==> src/rtl/bc_arb_pkg.sv <==
// Shared helpers for the round-robin arbiter: one-hot rotate, one-hot encode and
// thermometer mask. Vectors are carried at the maximum width and cut down by callers.
package bc_arb_pkg;

  localparam int MAX_N = 64;
  localparam int MAX_IDX_W = 6;

  typedef logic [MAX_N-1:0] vec_t;

  // Rotate left by one within an n-bit field; bit n-1 wraps to bit 0.
  function automatic vec_t rot_l1(input vec_t v, input int n);
    vec_t keep;
    vec_t res;
    keep = '0;
    for (int i = 0; i < MAX_N; i++) begin
      keep[i] = (i < n);
    end
    res = (v << 1) & keep;
    res[0] = v[n-1];
    return res;
  endfunction

  function automatic logic [MAX_IDX_W-1:0] oh2bin(input vec_t v);
    logic [MAX_IDX_W-1:0] b;
    b = '0;
    for (int i = 0; i < MAX_N; i++) begin
      if (v[i]) b = b | MAX_IDX_W'(i);
    end
    return b;
  endfunction

  // Every bit at or above the set bit of a one-hot vector.
  function automatic vec_t hi_mask(input vec_t v);
    vec_t m;
    logic seen;
    m = '0;
    seen = 1'b0;
    for (int i = 0; i < MAX_N; i++) begin
      seen = seen | v[i];
      m[i] = seen;
    end
    return m;
  endfunction

endpackage

==> src/rtl/bc_onehot_first.sv <==
// Combinational lowest-set-bit selector: keeps only the least significant 1 of iDat.
module bc_onehot_first #(
  parameter int W = 8
) (
  input  logic [W-1:0] iDat,
  output logic [W-1:0] oDat
);

  // below[i] is set when any bit under position i is set.
  logic [W:0] below;

  assign below[0] = 1'b0;

  genvar gi;
  generate
    for (gi = 0; gi < W; gi++) begin : g_bit
      assign below[gi+1] = below[gi] | iDat[gi];
      assign oDat[gi]    = iDat[gi] & ~below[gi];
    end
  endgenerate

endmodule

==> src/rtl/bc_rr_onehot_arb.sv <==
// Registered round-robin arbiter: two lowest-first passes (masked by the rotating
// priority pointer, then raw) feed a held one-hot grant with valid/ready handshake.
module bc_rr_onehot_arb
  import bc_arb_pkg::*;
#(
  parameter int N = 8,
  localparam int IDX_W = $clog2(N)
) (
  input  logic             clk,
  input  logic             rst,
  input  logic [N-1:0]     iReq,
  input  logic             iGntRdy,
  output logic             oGntVld,
  output logic [N-1:0]     oGnt,
  output logic [IDX_W-1:0] oGntIdx
);

  generate
    if (N < 2 || N > MAX_N) begin : g_bad_n
      $error("bc_rr_onehot_arb: N must be in 2..64");
    end
  endgenerate

  logic             gnt_vld_reg;
  logic [N-1:0]     gnt_reg;
  logic [IDX_W-1:0] gnt_idx_reg;
  logic [N-1:0]     ptr_reg;
  logic [N-1:0]     ptr_next;

  logic             hs;
  logic             free;
  logic [N-1:0]     hi;
  logic [N-1:0]     mreq;
  logic [N-1:0]     first_masked;
  logic [N-1:0]     first_raw;
  logic [N-1:0]     cand;
  logic [IDX_W-1:0] cand_idx;

  assign hs   = gnt_vld_reg & iGntRdy;
  assign free = ~gnt_vld_reg | hs;

  // The pointer steps past the winner only when its grant is consumed.
  assign ptr_next = hs ? N'(rot_l1(vec_t'(gnt_reg), N)) : ptr_reg;
  assign hi       = N'(hi_mask(vec_t'(ptr_next)));
  assign mreq     = iReq & hi;

  bc_onehot_first #(.W(N)) u_first_masked (
    .iDat (mreq),
    .oDat (first_masked)
  );

  bc_onehot_first #(.W(N)) u_first_raw (
    .iDat (iReq),
    .oDat (first_raw)
  );

  assign cand     = (|mreq) ? first_masked : first_raw;
  assign cand_idx = IDX_W'(oh2bin(vec_t'(cand)));

  always_ff @(posedge clk) begin
    if (rst) begin
      ptr_reg     <= N'(1);
      gnt_vld_reg <= 1'b0;
      gnt_reg     <= '0;
      gnt_idx_reg <= '0;
    end else begin
      ptr_reg <= ptr_next;
      // A presented grant is held until accepted, whatever iReq does meanwhile.
      if (free) begin
        gnt_vld_reg <= |iReq;
        gnt_reg     <= cand;
        gnt_idx_reg <= cand_idx;
      end
    end
  end

  assign oGntVld = gnt_vld_reg;
  assign oGnt    = gnt_reg;
  assign oGntIdx = gnt_idx_reg;

endmodule

==> config.mk <==
export PLATFORM = sky130hd
export DESIGN_NAME = bc_rr_onehot_arb
export DESIGN_NICKNAME = d
export VERILOG_FILES = /design/src/rtl/bc_arb_pkg.sv /design/src/rtl/bc_onehot_first.sv /design/src/rtl/bc_rr_onehot_arb.sv
export SDC_FILE = /design/constraint.sdc
export NUM_CORES = 1
export LEC_CHECK = 0
export CAP_MARGIN = 25
export CELL_PAD_IN_SITES_DETAIL_PLACEMENT = 0
export CELL_PAD_IN_SITES_GLOBAL_PLACEMENT = 1
export CORE_MARGIN = 2
export CORE_UTILIZATION = 37
export CTS_CLUSTER_SIZE = 8
export DETAILED_ROUTE_END_ITERATION = 6
export GPL_TIMING_DRIVEN = 1
export PLACE_DENSITY = 0.85
export SLEW_MARGIN = 20
export SYNTH_ARGS = -nofsm -noshare
export SYNTH_HDL_FRONTEND = slang
export SYNTH_SLANG_ARGS = --single-unit
export TNS_END_PERCENT = 50
==> constraint.sdc <==
create_clock -name clk -period 3.1 [get_ports clk]
set_input_delay 0.62 -clock clk [delete_from_list [all_inputs] [get_ports clk]]
set_output_delay 0.62 -clock clk [all_outputs]
set_load 0.03 [all_outputs]
Yosys cells after proc, flatten, opt, wreduce, memory -nomap -nowiden. Cells that the tools add are included.

Input port bits: 11. Register bits: 20. Output and inout port bits: 12. Word-level logic and storage cells: 66.

Mux-type cells: 9. Bitwise operators: 51. Reduce and logical (&&, ||, !) cells: 2.

Operator list (count): $or 1x1->1 (20); $mux 8 (2); $reduce_or 8->1 (2); $and 1x1->1 (15); $not 1->1 (15); $mux 3 (4); $and 8x8->8 (1); $mux 2 (2); $mux 1 (1).

Depth between registers and ports, before layout.
Depth in word-level cells: 26. Gate-level depth with buffers: 9. Mapped depth without buffers: 7.

Cells and area by module. Synthesis repeated with hierarchy kept, for this count alone.

Cells, all modules: 157. Area, all modules: 1267.5 µm².

Modules (own cells, without submodules): bc_rr_onehot_arb (cells an instance 135, seq. area each 400.4 µm², instances 1, area each 1099.8 µm²); bc_onehot_first (cells an instance 11, seq. area each 0.0 µm², instances 2, area each 83.8 µm²).

Least setup slack after synthesis. No wires, ideal clock.

Path type: input -> register. Start point: input iGntRdy. End point: register gnt_reg[2] (netlist: oGnt[2]). Path buffers: 1. Cell stages on the path: 8. Data arrival time: 2.385 ns. Library setup time: 0.087 ns. Setup slack: 0.628 ns. Cells stage by stage: buf_6 > a211oi_1 > o22ai_1 > a222oi_1 > nand3_2 > o41ai_2 > nand2_1 > o31ai_1.

Longest elaborated chain between the ends: 12. Elaborated cells on any way between the ends: 16. Classes of those cells: mux (2); bitwise (13); reduce/logical (1).

Ends and longest elaborated chain: start: declaration (line bc_rr_onehot_arb.sv:12) `input logic iGntRdy,`; $and 1x1->1 * (line bc_rr_onehot_arb.sv:39) `assign hs = gnt_vld_reg & iGntRdy;`; $mux 8 (line bc_rr_onehot_arb.sv:43) `assign ptr_next = hs ? N'(rot_l1(vec_t'(gnt_reg), N)) : ptr_reg;`; $or 1x1->1 (7 in series) (line bc_arb_pkg.sv:39) `seen = seen | v[i];`; $and 8x8->8 (line bc_rr_onehot_arb.sv:45) `assign mreq = iReq & hi;`; $reduce_or 8->1 (line bc_rr_onehot_arb.sv:57) `assign cand = (|mreq) ? first_masked : first_raw;`; $mux 8 (line bc_rr_onehot_arb.sv:57); end signal: assignment (line bc_rr_onehot_arb.sv:71) `gnt_reg <= cand;`; end: declaration (line bc_rr_onehot_arb.sv:25) `logic [N-1:0] gnt_reg;`.

Mark *: on every way between the ends. The rest lies on a longest branch, timed or not. A chain may end at the register's enable or synchronous reset.

Worst setup path in the final report.
Start point: input iGntRdy. End point: register gnt_idx_reg[1] (netlist: oGntIdx[1]).

Longest elaborated chain between the ends: 18. Elaborated cells on any way between the ends: 33. Classes of those cells: mux (8); bitwise (24); reduce/logical (1).

Ends and longest elaborated chain: $and 1x1->1 * (line bc_rr_onehot_arb.sv:39); $mux 8 (line bc_rr_onehot_arb.sv:43); $or 1x1->1 (7 in series) (line bc_arb_pkg.sv:39); $and 8x8->8 (line bc_rr_onehot_arb.sv:45); $reduce_or 8->1 (line bc_rr_onehot_arb.sv:57); $mux 8 (line bc_rr_onehot_arb.sv:57); $mux 2 (2 in series) (line bc_arb_pkg.sv:27) `if (v[i]) b = b | MAX_IDX_W'(i);`; $mux 3 (4 in series) (line bc_arb_pkg.sv:27); end signal: assignment (line bc_rr_onehot_arb.sv:72) `gnt_idx_reg <= cand_idx;`; end: declaration (line bc_rr_onehot_arb.sv:26) `logic [IDX_W-1:0] gnt_idx_reg;`.

Marked as above.

==> results.json <==
{
  "outcome": "complete, no violations",
  "diodes": 0,
  "cp.arrival_ns": 3.08,
  "start_kind": "primary input",
  "drc": 0,
  "drv_slew": 0,
  "hp-class": "flop to flop",
  "fin_nets": 190,
  "period_minus_slack_ns": 2.88,
  "endpoint_kind": "flop",
  "grt_pass1_vias": 1143,
  "cp_common_cell": "buf_4",
  "finalWeightedCongestion": 0.855,
  "root_buffer": "clkbuf_4",
  "ys_seq_area_share_pct": 34.9,
  "syn_to_final_growth_pct": 33.5,
  "layout_common_cells": "nand2_1 (23), clkdlybuf4s50_1 (22), dfxtp_1 (20)",
  "die_area_um2": 3560,
  "period_share_pct": 92.8,
  "wl_um": 3200,
  "io_buffers": 22,
  "drive_above_1_share_pct": 17.4,
  "path_clk_slew_ns": 0.11,
  "worstSkewPairLatency_ns": 0.30,
  "max_clock_freq_mhz": 348,
  "ys_seq_elements": 20,
  "numCtsBuffers": 3,
  "hold_ws_ns": 0.462,
  "power_density_nw_per_um2": 405,
  "path_class": "primary input to flop",
  "cp_cell_sequence": "clkdlybuf4s50_1 > buf_4 > nand2_4 > mux2_4 > a222oi_1 > buf_4 > nand3_2 > a211oi_1 > nor3_1 > a311oi_1",
  "crit_path_top_delay_cell": "clkdlybuf4s50_1",
  "netlist_area_um2": 1150,
  "initial_utilization_pct": 38.2,
  "dp.cells": 207,
  "antenna_found_initial": 0,
  "cts_max_path_buffers": 2,
  "crit_family": "buffers and inverters",
  "rows": 20,
  "post_drt_wl_per_cell_um": 15.2,
  "grt_pass1_wl_um": 5400,
  "synth_cell_types": 44,
  "viasPerCell": 5.74,
  "finalSetupViolations": 0,
  "critPathMaxStageDelay_ns": 0.59,
  "grt.total_usage_pct": 20.0,
  "fin_total_pwr_uw": 620,
  "dr.pass1.iters": 6,
  "final_cell_count_no_fill": 211,
  "vias": 1212,
  "h-tree-depth": 1,
  "slew-limit-headroom_pct": 50.3,
  "synth_edf_count": 0,
  "worst_pin_slew_ns": 0.744,
  "async_flop_share_pct": 0,
  "post-route-util_pct": 51.0,
  "peakVddDrop_mv": 0.361,
  "final_common_cell": "nand2_1",
  "synthCells": 144,
  "avgSynthCellArea_um2": 7.96,
  "grt_max_degree": 22,
  "critPathBufInv": 3,
  "core_region_area_um2": 3000,
  "yosysWarnings": 0,
  "hpwl_um": 2460,
  "post-cts-setup-buffers": 0,
  "first_iter_violations": 68,
  "critPathMaxFanout": 7,
  "gr-total-overflow": 0,
  "die-width_um": 59.7,
  "hold_viol_final": 0,
  "worstPathRequired_ns": 3.30,
  "antenna_left": 0,
  "skew_ns": 0.00128,
  "rsz0062_at_grt": "false",
  "drv_cap": 0,
  "cts_tree": "built",
  "clock_sinks": 20,
  "dieHeight_um": 59.7,
  "p_leak_nw": 0.575,
  "syn-num-nets": 155,
  "synth_ff_type": "dfxtp_1",
  "ios": 23
}
## what timing repair did
action / 4_1_cts / 5_1_grt
setup endpoints to repair: 0 / 2
resized for setup: 0 / 3
hold buffers: 0 / 0
## worst paths after layout
| check | from | to | slack, ns | depth (start not counted) |
|---|---|---|---|---|
| max reg2reg | oGntVld$_SDFFE_PP0P_ | oGntIdx[2]$_SDFFE_PP0P_ | 0.50 | 7 |
| min reg2reg | ptr_reg[6]$_SDFF_PP0_ | ptr_reg[6]$_SDFF_PP0_ | 0.46 | 2 |
| max | iGntRdy | oGntIdx[1]$_SDFFE_PP0P_ | 0.22 | 10 |
| min | ptr_reg[6]$_SDFF_PP0_ | ptr_reg[6]$_SDFF_PP0_ | 0.46 | 2 |
## synth_stat cells, types with 3 or more instances
master | number | area, um2
nand2_1 | 23 | 86.3
dfxtp_1 | 20 | 400
nor2_1 | 15 | 56.3
a21oi_1 | 14 | 70.1
clkbuf_1 | 5 | 18.8
inv_1 | 5 | 18.8
nor3_1 | 5 | 25.0
a211oi_1 | 4 | 30.0
nand3_1 | 4 | 20.0
o31ai_1 | 4 | 30.0
a311oi_1 | 3 | 26.3
o211ai_1 | 3 | 22.5
o21ai_1 | 3 | 15.0
## worst reg2reg max path: stages, from the launching register on
cell	delay, ns
dfxtp_1	0.63
and4bb_1	0.35
o211ai_1	0.29
nor2_1	0.29
o2111ai_1	0.22
o41ai_2	0.30
nand2_1	0.13
a311oi_1	0.29
## cell families after synthesis
| group | share of synthesized area (%) |
|---|---|
| AOI/OAI and AO/OA | 28.9 |
| buffers and inverters | 5.68 |
| DFF | 34.9 |
| muxes | 4.04 |
| and+or+nand+nor | 26.4 |
## stage by stage
step	setup WS, ns	area (um2)	setup TNS [ns]
final	0.223	1530	0
after global routing	0.0112	1530	0
after CTS	0.226	1520	0
after floorplan	0.628	1150	0
after global placement	-0.00458	1480	-0.00458
after detailed placement	-0.0906	1480	-0.198
## area by class of cell
| class | count | area (um2) |
|---|---|---|
| fill | 313 | 1470 |
| multi-input combinational | 111 | 693 |
| sequential | 20 | 400 |
| timing repair buffer | 38 | 340 |
| tap | 33 | 41.3 |
| clock buffer | 4 | 36.3 |
| inverter | 5 | 18.8 |
## routing by layer
layer  share of wire, %  vias to the layer above  global-route usage, %
met1                 46                      578                   27.2
li1                   -                      606                      -
met4               0.31                        0                   2.86
met2                 49                       26                   33.2
met5                  0                        -                      0
met3                4.5                        2                   4.11
## report_power, final
group          switching, mW  internal (mW)  total, mW
registers             0.0129          0.269      0.282
logic                  0.101         0.0861      0.187
clock network         0.0793         0.0717      0.151
Power figures use the tool's default switching activity.
